`config.mk`:
```
export PLATFORM = sky130hd
export DESIGN_NAME = alu_seq_unit
export DESIGN_NICKNAME = d
export VERILOG_FILES = /design/src/rtl/alu_seq_pkg.sv /design/src/rtl/alu_comb_core.sv /design/src/rtl/alu_seq_unit.sv
export SDC_FILE = /design/constraint.sdc
export NUM_CORES = 1
export LEC_CHECK = 0
export BUFFER_PORTS_ARGS = -buffer_cell sky130_fd_sc_hd__buf_2
export CORE_ASPECT_RATIO = 0.8
export CORE_UTILIZATION = 50
export DETAILED_ROUTE_END_ITERATION = 7
export PLACE_DENSITY = 0.7
export SLEW_MARGIN = 20
export SYNTH_ARGS = -nofsm -noshare
export SYNTH_HDL_FRONTEND = slang
export SYNTH_SLANG_ARGS = --single-unit
```
`constraint.sdc`:
```
create_clock -name clk -period 5.7 [get_ports clk]
set_clock_uncertainty 0.15 [all_clocks]
set_input_delay 0.57 -clock clk [delete_from_list [all_inputs] [get_ports clk]]
set_output_delay 0.57 -clock clk [all_outputs]
set_load 0.02 [all_outputs]
```
`src/rtl/alu_seq_pkg.sv`:
```
// Shared opcodes, FSM state encoding and op classification for alu_seq_unit.
// Optional divider: define ALU_SEQ_DIV_EN to build the DIVU datapath.
package alu_seq_pkg;

   localparam logic [3:0] OP_AND  = 4'b0000;
   localparam logic [3:0] OP_OR   = 4'b0001;
   localparam logic [3:0] OP_ADD  = 4'b0010;
   localparam logic [3:0] OP_SUB  = 4'b0110;
   localparam logic [3:0] OP_SLT  = 4'b0111;
   localparam logic [3:0] OP_MULU = 4'b1000;
   localparam logic [3:0] OP_DIVU = 4'b1001;

   typedef enum logic [1:0] {
      ST_IDLE = 2'd0,
      ST_BUSY = 2'd1,
      ST_DONE = 2'd2
   } state_t;

   // Ops that run through the shared iterative shift register.
   function automatic logic is_iter_op(input logic [3:0] op);
`ifdef ALU_SEQ_DIV_EN
      return (op == OP_MULU) || (op == OP_DIVU);
`else
      return (op == OP_MULU);
`endif
   endfunction

endpackage

```
`src/rtl/alu_comb_core.sv`:
```
// Single-cycle AND/OR/ADD/SUB/SLT datapath with carry, overflow and zero flags.
// Unknown opcodes (including MULU/DIVU) give a zero result with clear flags.
module alu_comb_core
   import alu_seq_pkg::*;
#(
   parameter int WIDTH = 32
) (
   input  logic [3:0]       op_i,
   input  logic [WIDTH-1:0] a_i,
   input  logic [WIDTH-1:0] b_i,
   output logic [WIDTH-1:0] res_o,
   output logic             c_o,
   output logic             v_o,
   output logic             z_o
);

   localparam int MSB = WIDTH - 1;

   logic [WIDTH:0] add_w;
   logic [WIDTH:0] sub_w;
   logic           add_v;
   logic           sub_v;

   assign add_w = {1'b0, a_i} + {1'b0, b_i};
   assign sub_w = {1'b0, a_i} + {1'b0, ~b_i} + (WIDTH+1)'(1);

   // Signed overflow: operands agree (add) or differ (sub) in sign and the result flips it.
   assign add_v = (a_i[MSB] == b_i[MSB]) && (add_w[MSB] != a_i[MSB]);
   assign sub_v = (a_i[MSB] != b_i[MSB]) && (sub_w[MSB] != a_i[MSB]);

   always_comb begin
      res_o = '0;
      c_o   = 1'b0;
      v_o   = 1'b0;
      case (op_i)
         OP_AND: res_o = a_i & b_i;
         OP_OR:  res_o = a_i | b_i;
         OP_ADD: begin
            res_o = add_w[MSB:0];
            c_o   = add_w[WIDTH];
            v_o   = add_v;
         end
         OP_SUB: begin
            res_o = sub_w[MSB:0];
            c_o   = sub_w[WIDTH];
            v_o   = sub_v;
         end
         OP_SLT: begin
            res_o = {{(WIDTH-1){1'b0}}, sub_w[MSB] ^ sub_v};
            c_o   = sub_w[WIDTH];
            v_o   = sub_v;
         end
         default: begin
            res_o = '0;
            c_o   = 1'b0;
            v_o   = 1'b0;
         end
      endcase
   end

   assign z_o = ~|res_o;

endmodule

```
`src/rtl/alu_seq_unit.sv`:
```
// Handshaked ALU: 1-cycle base ops, WIDTH-cycle unsigned multiply/divide, registered outputs.
// Define ALU_SEQ_DIV_EN to include DIVU; otherwise opcode 1001 acts as undefined.
module alu_seq_unit
   import alu_seq_pkg::*;
#(
   parameter int WIDTH = 32
) (
   input  logic             clk,
   input  logic             rst_n,
   input  logic             in_valid,
   output logic             in_ready,
   input  logic [3:0]       op,
   input  logic [WIDTH-1:0] a,
   input  logic [WIDTH-1:0] b,
   output logic             out_valid,
   input  logic             out_ready,
   output logic [WIDTH-1:0] res_lo,
   output logic [WIDTH-1:0] res_hi,
   output logic             c_out,
   output logic             v,
   output logic             z
);

   localparam int CNT_W = $clog2(WIDTH) + 1;
   localparam int W2    = 2 * WIDTH;
   localparam logic [CNT_W-1:0] LAST_CNT = CNT_W'(WIDTH - 1);

   state_t           state_q;
   logic [CNT_W-1:0] cnt_q;
   logic [WIDTH-1:0] opnd_q;
   logic [W2-1:0]    sh_q;
   logic             in_ready_q;
   logic             out_valid_q;
   logic [WIDTH-1:0] res_lo_q;
   logic [WIDTH-1:0] res_hi_q;
   logic             c_q;
   logic             v_q;
   logic             z_q;

   logic [WIDTH-1:0] core_res;
   logic             core_c;
   logic             core_v;
   logic             core_z;

   alu_comb_core #(.WIDTH(WIDTH)) u_core (
      .op_i  (op),
      .a_i   (a),
      .b_i   (b),
      .res_o (core_res),
      .c_o   (core_c),
      .v_o   (core_v),
      .z_o   (core_z)
   );

   // Multiply step: sh_q = {partial product, remaining multiplier}; opnd_q = multiplicand.
   logic [WIDTH:0]  mul_sum;
   logic [W2-1:0]   mul_next;
   logic [W2-1:0]   step_d;

   assign mul_sum  = {1'b0, sh_q[W2-1:WIDTH]} + {1'b0, opnd_q};
   assign mul_next = sh_q[0] ? {mul_sum, sh_q[WIDTH-1:1]} : {1'b0, sh_q[W2-1:1]};

`ifdef ALU_SEQ_DIV_EN
   // Restoring divide: sh_q = {partial remainder, dividend/quotient}; opnd_q = divisor.
   logic             mul_q;
   logic [WIDTH:0]   div_rem;
   logic             div_ge;
   logic [WIDTH-1:0] div_sub;
   logic [W2-1:0]    div_next;

   assign div_rem  = {sh_q[W2-1:WIDTH], sh_q[WIDTH-1]};
   assign div_ge   = (div_rem >= {1'b0, opnd_q});
   assign div_sub  = div_rem[WIDTH-1:0] - opnd_q;
   assign div_next = div_ge ? {div_sub, sh_q[WIDTH-2:0], 1'b1}
                            : {div_rem[WIDTH-1:0], sh_q[WIDTH-2:0], 1'b0};
   assign step_d   = mul_q ? mul_next : div_next;
`else
   assign step_d   = mul_next;
`endif

   always_ff @(posedge clk or negedge rst_n) begin
      if (!rst_n) begin
         state_q     <= ST_IDLE;
         cnt_q       <= '0;
         opnd_q      <= '0;
         sh_q        <= '0;
         in_ready_q  <= 1'b0;
         out_valid_q <= 1'b0;
         res_lo_q    <= '0;
         res_hi_q    <= '0;
         c_q         <= 1'b0;
         v_q         <= 1'b0;
         z_q         <= 1'b0;
`ifdef ALU_SEQ_DIV_EN
         mul_q       <= 1'b0;
`endif
      end else begin
         case (state_q)
            ST_IDLE: begin
               in_ready_q <= 1'b1;
               if (in_valid && in_ready_q) begin
                  in_ready_q <= 1'b0;
                  if (is_iter_op(op)) begin
                     state_q <= ST_BUSY;
                     cnt_q   <= '0;
`ifdef ALU_SEQ_DIV_EN
                     mul_q   <= (op == OP_MULU);
                     opnd_q  <= (op == OP_MULU) ? a : b;
                     sh_q    <= {{WIDTH{1'b0}}, ((op == OP_MULU) ? b : a)};
`else
                     opnd_q  <= a;
                     sh_q    <= {{WIDTH{1'b0}}, b};
`endif
                  end else begin
                     state_q     <= ST_DONE;
                     out_valid_q <= 1'b1;
                     res_lo_q    <= core_res;
                     res_hi_q    <= '0;
                     c_q         <= core_c;
                     v_q         <= core_v;
                     z_q         <= core_z;
                  end
               end
            end
            ST_BUSY: begin
               sh_q  <= step_d;
               cnt_q <= cnt_q + 1'b1;
               if (cnt_q == LAST_CNT) begin
                  state_q     <= ST_DONE;
                  out_valid_q <= 1'b1;
                  res_lo_q    <= step_d[WIDTH-1:0];
                  res_hi_q    <= step_d[W2-1:WIDTH];
                  c_q         <= 1'b0;
                  z_q         <= ~|step_d[WIDTH-1:0];
`ifdef ALU_SEQ_DIV_EN
                  v_q         <= mul_q ? (|step_d[W2-1:WIDTH]) : (opnd_q == '0);
`else
                  v_q         <= |step_d[W2-1:WIDTH];
`endif
               end
            end
            ST_DONE: begin
               if (out_ready) begin
                  state_q     <= ST_IDLE;
                  out_valid_q <= 1'b0;
                  in_ready_q  <= 1'b1;
               end
            end
            default: begin
               state_q     <= ST_IDLE;
               out_valid_q <= 1'b0;
               in_ready_q  <= 1'b0;
            end
         endcase
      end
   end

   assign in_ready  = in_ready_q;
   assign out_valid = out_valid_q;
   assign res_lo    = res_lo_q;
   assign res_hi    = res_hi_q;
   assign c_out     = c_q;
   assign v         = v_q;
   assign z         = z_q;

endmodule
```
==> results of run 1 <==
[sequential cells by signal, summed over array words and instances (netlist names), 2 cells and up]
signal   count
cnt_q        6
res_lo      32
sh_q        64
res_hi      32
state_q      2
opnd_q      32
[final timing paths]
check	startpoint	to	slack, ns
min reg2reg	res_hi[4]$_DFFE_PN0P_	res_hi[4]$_DFFE_PN0P_	0.32
max	a[4]	z$_DFFE_PN0P_	0.43
min in group clk	out_ready	state_q[1]$_DFFE_PN0P_	0.25
max in group asynchronous	rst_n	res_hi[23]$_DFFE_PN0P_	4.22
min	rst_n	res_hi[1]$_DFFE_PN0P_	0.07
max reg2reg	opnd_q[0]$_DFFE_PN0P_	v$_DFFE_PN0P_	1.22
[cell families after synthesis]
| group | Yosys count | synth area share |
|---|---|---|
| AOI/OAI and AO/OA | 541 | 0.2454 |
| xor gates and xnor gates | 45 | 0.02763 |
| adders and majority gates | 139 | 0.1240 |
| buffers and inverters | 232 | 0.06254 |
| DFF | 173 | 0.3035 |
| muxes | 77 | 0.05517 |
| and+or+nand+nor | 581 | 0.1817 |
[per-layer routing]
layer  vias to the layer above  wire, um  track usage
li1                       6530         -            -
met1                      6753     22950       0.5139
met2                       680     20590       0.4884
met3                        61      4510      0.05281
met4                         4      1012      0.09105
met5                         -        35            0
[cell usage in the layout (no fill, tap or decap), drive strengths merged, types with 7 or more instances in the layout]
cell / instances
nand2: 273
buf: 183
dfrtp: 173
o21ai: 151
nor2: 148
ha: 135
inv: 134
a21oi: 119
mux2i: 64
a31oi: 48
o31ai: 39
xnor2: 32
nor3: 28
a211oi: 27
a21o: 26
nand3: 24
clkbuf: 20
nor4: 19
nand4: 18
o21bai: 17
o211ai: 16
xor2: 13
mux2: 13
nand2b: 11
nor2b: 11
o21a: 9
and2: 9
and3: 7
o22ai: 7
or3: 7
o41ai: 7
[power by group through the flow]
stage	Combinational, mW	Sequential [mW]	Clock, mW
3_5_place_dp	3.15	2.26	0
2_1_floorplan	2.21	2.16	0
4_1_cts	3.17	2.25	1.26
5_1_grt	3.54	2.32	1.31
3_3_place_gp	3.09	2.25	0
6_report	3.20	2.27	1.26
[through the flow]
stage                     setup TNS, ns  setup WS, ns  hold WS [ns]  cells  area [um2]
after global placement                0       0.07819        0.3043   2234       15380
after detailed placement       -0.08593      -0.08593        0.3123   2234       15380
after global routing                  0       0.09526        0.1268   2266       16010
final                                 0        0.4286       0.07256   2266       16010
after CTS                             0        0.3407        0.1058   2266       16000
after floorplan                       0        0.5321        0.1244   1788       14260
[cell type report]
| cell class | instances | area [um2] | share of cell area |
|---|---|---|---|
| Timing Repair Buffer | 183 | 1030 | 0.06434 |
| Multi-Input combinational cell | 1383 | 9081 | 0.5674 |
| Clock buffer | 20 | 466.7 | 0.02916 |
| Clock inverter | 12 | 148.9 | 0.009303 |
| Sequential cell | 173 | 4332 | 0.2706 |
| Tap cell | 364 | 455.4 | 0.02846 |
| Inverter | 131 | 491.7 | 0.03072 |
==> flow_summary.toml, run 1 <==
[clock_tree]
cts_tree = "yes"
clock-sinks = 173
ctsHoldBuffers = 0
path_clk_slew_ns = 0.09
cts_setup_buffers = 0
post_cts_resized = 0
clock_path_buffers = 2
clk_latency_ns = 0.45
root_buffer = "clkbuf_16"
cts_htree_levels = 4
cts-buffers-inserted = 17

[power_and_ir_drop]
pwr-share-seq = 0.337
ir_drop_mv = 0.2367
p_sw_mw = 3.118
switching_share = 0.4631
leakage_nw = 7.730
total_power_mw = 6.733
power.density_nw_per_um2 = 420.6
clkPwrFrac = 0.187
power_frac_comb = 0.476
p_int_mw = 3.614

[routing]
vias = 14030
initialDrtViolationCount = 1463
detail_route.wl_per_cell_um = 21.67
final_antenna_net_count = 0
drt_wl_total_mm = 49.10
drc = 0
dr.pass1.iters = 6
avgViaCountPerCell = 6.191

[layout]
post-route-util = 0.5792
drive_above_1_share = 0.1377
antenna_cells = 0
nNetsFinal = 2100
fillers = 2606
area_growth_pct = 12.20

[global_route]
grt_pass1_vias = 13100
grt_max_degree = 93
grtUsageTotal = 0.3374
antenna_found_initial = 3
grt_overflow_total = 0
grt_pass1_wl_mm = 75.57

[logic_synthesis]
synth_top_area_share = 0.3035
synth_common_cells = "nand2_1, dfrtp_1, nor2_1, o21ai_0, ha_1"
ys_async_sr_fraction = 1.000
synth-seq-area-share = 0.3035
syn_avg_cell_area_um2 = 7.978
yosys-top-cells-area = "dfrtp_1, ha_1, nand2_1, o21ai_0, mux2i_1"
yosysWarnings = 0
synth_area_um2 = 14260
synth_top_area_cell = "dfrtp_1"
ys_ff_latch = 173
synth.net_count = 1999
yosysMostFrequentCell = "nand2_1"
synth_edf_count = 0
yosysUniqueCellTypes = 85
synth_flop_cell = "dfrtp_1"
syn_inst = 1788

[worst_setup_path]
cp_max_fo = 3
startpoint_type = "input port"
cpMaxStageDelayCell = "or4_1"
crit_chain = "buf_2, inv_1, ha_1, nor2_1, o311ai_1, a31oi_1, and4_1, nor2_1, o21a_1, o41ai_2, a21oi_1, o21bai_1, fa_1, inv_1, a31oi_1, a211o_1, nor4b_2, nand4b_1, nor4_1, nand4_1, or4_1, or4_1, nor4_2, a31o_1"
cp.depth = 24
crit_type = "in -> reg"
worstPathRequired_ns = 5.95
reg2reg_depth = 14
cp-end-kind = "register"
crit_family = "simple AND/OR/NAND/NOR gates"
arrival_ns = 5.52
worst-path-buf-inv = 3
slowest_delay_ns = 0.49

[hold_path]
hold_path.class = "in -> async"

[sta]
finalHoldViolations = 0
worstMarginPinSlew_ns = 0.9992
fmax_mhz = 189.7
setup_viol_count_final = 0
finalCritPeriodShare = 0.9248
slew_headroom = 0.3339
rsz0062_at_grt = "no"
drv_slew = 0
fin_crit_ns = 5.271

[placed_design]
place_hpwl_mm = 38.05
portBuffers = 140
place_congestion = 0.9894

[die]
start_util = 0.5162
die_area_um2 = 29210
core_um2 = 27630
rows = 54
die_y_um = 153.1
die_w_um = 190.8
ioPinCount = 141

[job]
max-cap-violations = 0

[status]
status = "finished clean"
No activity file was read; power rests on OpenSTA's default activity.
==> run 2, diff against run 1 <==
--- a/config.mk
+++ b/config.mk
@@ -7,6 +7,7 @@
 export LEC_CHECK = 0
 export BUFFER_PORTS_ARGS = -buffer_cell sky130_fd_sc_hd__buf_2
 export CORE_ASPECT_RATIO = 0.8
+export CORE_MARGIN = 2
 export CORE_UTILIZATION = 50
 export DETAILED_ROUTE_END_ITERATION = 7
 export PLACE_DENSITY = 0.7
==> run 2 against run 1 <==
Sequential share of layout area is 0.088 points lower. Power decreased by 1.0%. Worst hold slack got worse by 0.021 ns. Utilization shrank 0.87 points. Sequential cell count unchanged. Global-route usage fell by 0.87 points. Final area grew 0.33%. Setup slack better by 0.0081 ns. Non-clock buffer count rose by 9. Sequential power about the same. Critical path type unchanged. Largest cell class unchanged. Highest routed layer is now met4.
==> flow_summary.toml, run 2 (synthesis results as in run 1) <==
[hold_path]
hold_path.class = "in -> async"

[sta]
finalCritPeriodShare = 0.9234
fmax_mhz = 190.0
fin_crit_ns = 5.263
layout_setup_ws_ns = 0.4367
rsz0062_at_grt = "no"
drv_slew = 0
worstMarginPinSlew_ns = 0.9943
finalHoldViolations = 0
slew_headroom = 0.3371
setup_viol_count_final = 0
timing.hold.ws_ns = 0.05205

[die]
die_w_um = 192.8
start_util = 0.5068
core_um2 = 28150
ioPinCount = 141
die_y_um = 155.1
die_area_um2 = 29910
rows = 55

[global_route]
grt_pass1_wl_mm = 74.95
grtUsageTotal = 0.3286
grt_pass1_vias = 12960
grt_max_degree = 89
antenna_found_initial = 1
grt_overflow_total = 0

[power_and_ir_drop]
ir_drop_mv = 0.2759
total_power_mw = 6.665
power.density_nw_per_um2 = 415.1
leakage_nw = 7.756

[layout]
fillers = 2665
area_growth_pct = 12.57
post-route-util = 0.5705
regMostFlops = "sh_q"
final_cell_mix = "nand2_1, dfrtp_1, o21ai_0, nor2_1, buf_2"
final_area_um2 = 16060
final_common_cell = "nand2_1"
drive_above_1_share = 0.1414
nNetsFinal = 2109
largest_reg_flops = 64

[worst_setup_path]
arrival_ns = 5.50
cp-end-kind = "register"
cpMaxStageDelayCell = "or4_1"
worstPathRequired_ns = 5.93
slowest_delay_ns = 0.48
crit_type = "in -> reg"
crit_chain = "buf_2, inv_1, ha_1, nor2_1, o311ai_1, a31oi_1, and4_1, nor2_1, o21a_1, o41ai_2, a21oi_1, o21bai_1, fa_1, inv_1, a31oi_1, a211o_1, nor4b_2, nand4b_1, nor4_1, nand4_1, or4_1, or4_1, nor4_2, a31o_1"
cp_max_fo = 3
startpoint_type = "input port"

[routing]
drc = 0
initialDrtViolationCount = 1423
dr.pass1.iters = 5
drt_wl_total_mm = 49.24
final_antenna_net_count = 0
avgViaCountPerCell = 6.168
detail_route.wl_per_cell_um = 21.57
vias = 14080

[clock_tree]
ctsHoldBuffers = 0
cts_htree_levels = 4
post_cts_resized = 0
path_clk_slew_ns = 0.08
clock_path_buffers = 2
clock-sinks = 173
cts_tree = "yes"
cts-buffers-inserted = 17
root_buffer = "clkbuf_16"
cts_setup_buffers = 0
clk_latency_ns = 0.45

[placed_design]
preCtsSetupSlack_ns = -0.04341
place_hpwl_mm = 37.85
portBuffers = 140
dpl-instance-area_um2 = 15460
place_congestion = 1.005

[job]
max-cap-violations = 0

[status]
status = "finished clean"
run 2: cell types whose count changed in the layout (fill, tap and decap cells not counted), sizes merged:
cell / delta
buf: +9
clkbuf: -3
diode: +3
inv: +3
bufinv: -2
clkinv: +1
run 2: layer usage:
layer  vias up  share of wire  track usage
met5         -              0            0
li1       6561              -            -
met2       628           0.41       0.4646
met1      6815           0.47       0.4962
met4         0          0.025      0.09597
met3        77          0.097      0.07309
run 2: power by group:
group	switching [mW]	total, mW	internal [mW]
combinational	2.00	3.22	1.23
clock	0.595	1.18	0.585
sequential	0.562	2.26	1.70
total	3.15	6.67	3.51
run 2: worst max-delay path, delay by kind of cell:
family,cells,cell delay (ns)
AND/OR/NAND/NOR,10,2.32
AO/OA/AOI/OAI,9,1.89
adder cells (fa/ha/maj),2,0.52
buffers and inverters,3,0.19
run 2: metrics by stage:
| stage | TNS, ns | cells |
|---|---|---|
| floorplan | 0 | 1788 |
| finish | 0 | 2283 |
| detailed placement | -0.04341 | 2249 |
| CTS | 0 | 2280 |
| global route | 0 | 2280 |
| global placement | 0 | 2249 |
run 2: final cells by class:
cell class              instances  area (um2)  share of cell area
clock inverters                14       153.9            0.009584
flip-flops and latches        173        4332              0.2698
diodes                          3       7.507           0.0004675
clock buffers                  17       425.4             0.02649
repair buffers                192        1097             0.06833
inverters                     131       491.7             0.03062
well taps                     370       462.9             0.02883
multi-input cells            1383        9087              0.5659
run 2: final timing paths:
path	start	endpoint	slack [ns]	cells after the start
max reg2reg	opnd_q[0]$_DFFE_PN0P_	v$_DFFE_PN0P_	1.33	14
min reg2reg	res_hi[23]$_DFFE_PN0P_	res_hi[23]$_DFFE_PN0P_	0.32	2
max	a[4]	z$_DFFE_PN0P_	0.44	24
min	rst_n	res_hi[1]$_DFFE_PN0P_	0.05	1
min in group clk	out_ready	state_q[1]$_DFFE_PN0P_	0.26	4
max in group asynchronous	rst_n	sh_q[24]$_DFFE_PN0P_	4.17	2
==> run 3, diff against run 2 <==
--- a/config.mk
+++ b/config.mk
@@ -5,6 +5,7 @@
 export SDC_FILE = /design/constraint.sdc
 export NUM_CORES = 1
 export LEC_CHECK = 0
+export ABC_AREA = 1
 export BUFFER_PORTS_ARGS = -buffer_cell sky130_fd_sc_hd__buf_2
 export CORE_ASPECT_RATIO = 0.8
 export CORE_MARGIN = 2
==> run 3 against run 2 <==
The run now ends with hold timing left. Critical path depth up 1. Final cell count up 43%. Maximum frequency up 36%. Via count up 28%. Critical endpoint unchanged. Critical path type unchanged.
==> flow_summary.toml, run 3 <==
[layout]
drive_above_1_share = 0.07909
largest_reg_flops = 64
area_growth_pct = 9.669
nNetsFinal = 3043
final_cell_mix = "nand2_1, inv_1, nor2_1, nand3_1, dfrtp_1"
final_common_cell = "nand2_1"
regMostFlops = "sh_q"

[logic_synthesis]
syn_inst = 2741
ys_ff_latch = 173
yosys-top-cells-area = "dfrtp_1, nand2_1, inv_1, ha_1, nand3_1"
synth_common_cells = "nand2_1, inv_1, nor2_1"
synth_top_area_cell = "dfrtp_1"
yosysWarnings = 0
synth_edf_count = 0
synth_area_um2 = 16490
syn_avg_cell_area_um2 = 6.015
synth_top_area_share = 0.2626
synth.net_count = 2952
yosysUniqueCellTypes = 43
yosysMostFrequentCell = "nand2_1"
ys_async_sr_fraction = 1.000
synth-seq-area-share = 0.2626
synth_flop_cell = "dfrtp_1"

[clock_tree]
clock-sinks = 173
post_cts_resized = 0
clock_path_buffers = 2
clk_latency_ns = 0.48
root_buffer = "clkbuf_16"
cts_htree_levels = 4
ctsHoldBuffers = 0
cts_setup_buffers = 0
cts_tree = "yes"
path_clk_slew_ns = 0.08
cts-buffers-inserted = 17

[global_route]
grt_pass1_vias = 16970
grt_overflow_total = 0
grt_pass1_wl_mm = 100.1
antenna_found_initial = 2
grtUsageTotal = 0.3790
grt_max_degree = 104

[worst_setup_path]
cp-end-kind = "register"
startpoint_type = "input port"
worstPathRequired_ns = 5.95
arrival_ns = 4.11
crit_type = "in -> reg"
cp_max_fo = 8

[sta]
drv_slew = 0
timing.hold.ws_ns = -0.006023
finalHoldViolations = 3
final.setup.tns_ns = 0
finalCritPeriodShare = 0.6785
fin_crit_ns = 3.867
worstMarginPinSlew_ns = 1.104
fmax_mhz = 258.6
rsz0062_at_grt = "no"
layout_setup_ws_ns = 1.833
setup_viol_count_final = 0
slew_headroom = 0.2622

[status]
status = "finished, violations left"
violations = "hold timing"

[routing]
drt_wl_total_mm = 65.35
vias = 18050
final_antenna_net_count = 0
avgViaCountPerCell = 5.515
initialDrtViolationCount = 2264
detail_route.wl_per_cell_um = 19.97
dr.pass1.iters = 6
drc = 0

[power_and_ir_drop]
power.density_nw_per_um2 = 412.8
leakage_nw = 10.46
ir_drop_mv = 0.2537

[die]
start_util = 0.5076
die_w_um = 207.0
die_area_um2 = 34450
die_y_um = 166.4
rows = 59
core_um2 = 32480
ioPinCount = 141

[job]
max-cap-violations = 0

[hold_path]
hold_path.class = "in -> async"

[placed_design]
preCtsSetupSlack_ns = 1.458
portBuffers = 140
place_hpwl_mm = 52.75
place_congestion = 0.9907
run 3: cell types whose count changed in the layout (fill, tap and decap cells not counted), sizes merged, moves of 37 or more:
cell   delta
buf      -37
nor2     +80
mux2i    -64
nand2   +727
inv     +361
nand3   +185
o31ai    -38
a21oi    -52
run 3: logic make-up (layout without fill, tap and decap cells):
group,Yosys count,after routing,share of synthesized area
AOI/OAI and AO/OA,304,304,0.1037
xor gates and xnor gates,9,9,0.004782
adders and majority gates,139,139,0.1073
buffers and inverters,576,680,0.1359
DFF,173,173,0.2626
other,0,1,0
and+or+nand+nor,1540,1540,0.3857
run 3: cell type report:
type                            count  area [um2]
Inverter                          493        1853
Multi-Input combinational cell   1992        9925
Fill cell                        3434       14400
Tap cell                          427       534.3
Timing Repair Buffer              155       832.0
Sequential cell                   173        4329
Antenna cell                        1       2.502
Clock inverter                     14       165.2
Clock buffer                       18       439.2
run 3: stage by stage:
step           hold WS (ns)  cell area, um2  cells    util  power [mW]
4_1_cts             0.01289           18080   3272  0.5565       7.373
5_1_grt             0.05394           18080   3272  0.5565       8.032
3_5_place_dp         0.3187           17470   3240  0.5379       6.097
2_1_floorplan        0.1244           16490   2741       -       4.776
6_report          -0.006023           18080   3273  0.5566       7.464
3_3_place_gp         0.3135           17470   3240  0.5379       6.014
run 3: critical path, cell delays in order:
cell and delay [ns]:
buf_2 0.12, inv_1 0.06, ha_1 0.44, inv_1 0.16
nand2_1 0.09, nand2_1 0.12, nand2_1 0.07, nand2_1 0.10
inv_1 0.08, nand3_1 0.16, nand2_1 0.13, nand2_1 0.14
a21oi_1 0.08, o21bai_1 0.16, fa_1 0.23, o21ai_0 0.18
nor2_1 0.21, nand2_1 0.08, nor2_1 0.11, nand2_1 0.06
nor2_1 0.09, nand4_1 0.16, nor3_1 0.27, nand3_1 0.11
a21oi_1 0.13
run 3: per-layer routing:
metal / up-vias / global-route usage / routed length, um
met1: 8351 / 0.5405 / 29030
met5: - / 0 / 11
met3: 102 / 0.07845 / 6541
met2: 860 / 0.5530 / 26800
li1: 8734 / - / -
met4: 2 / 0.1658 / 2967
run 3: path summary, 6_finish.rpt:
path                       slack (ns)  cells past startpoint                    from                     end
setup / recovery                 1.83                     25                   a[10]           z$_DFFE_PN0P_
max in group asynchronous        4.20                      2                   rst_n  res_hi[27]$_DFFE_PN0P_
hold / removal                 -0.006                      1                   rst_n   opnd_q[4]$_DFFE_PN0P_
min in group clk                 0.24                      3                   b[24]    sh_q[24]$_DFFE_PN0P_
setup reg to reg                 2.02                     10     sh_q[0]$_DFFE_PN0P_           v$_DFFE_PN0P_
hold reg to reg                  0.33                      2  res_hi[18]$_DFFE_PN0P_  res_hi[18]$_DFFE_PN0P_
run 3: power breakdown:
group	switching [mW]	total [mW]	internal (mW)
Sequential	0.486	2.19	1.70
Clock	0.654	1.26	0.605
Combinational	2.78	4.02	1.23
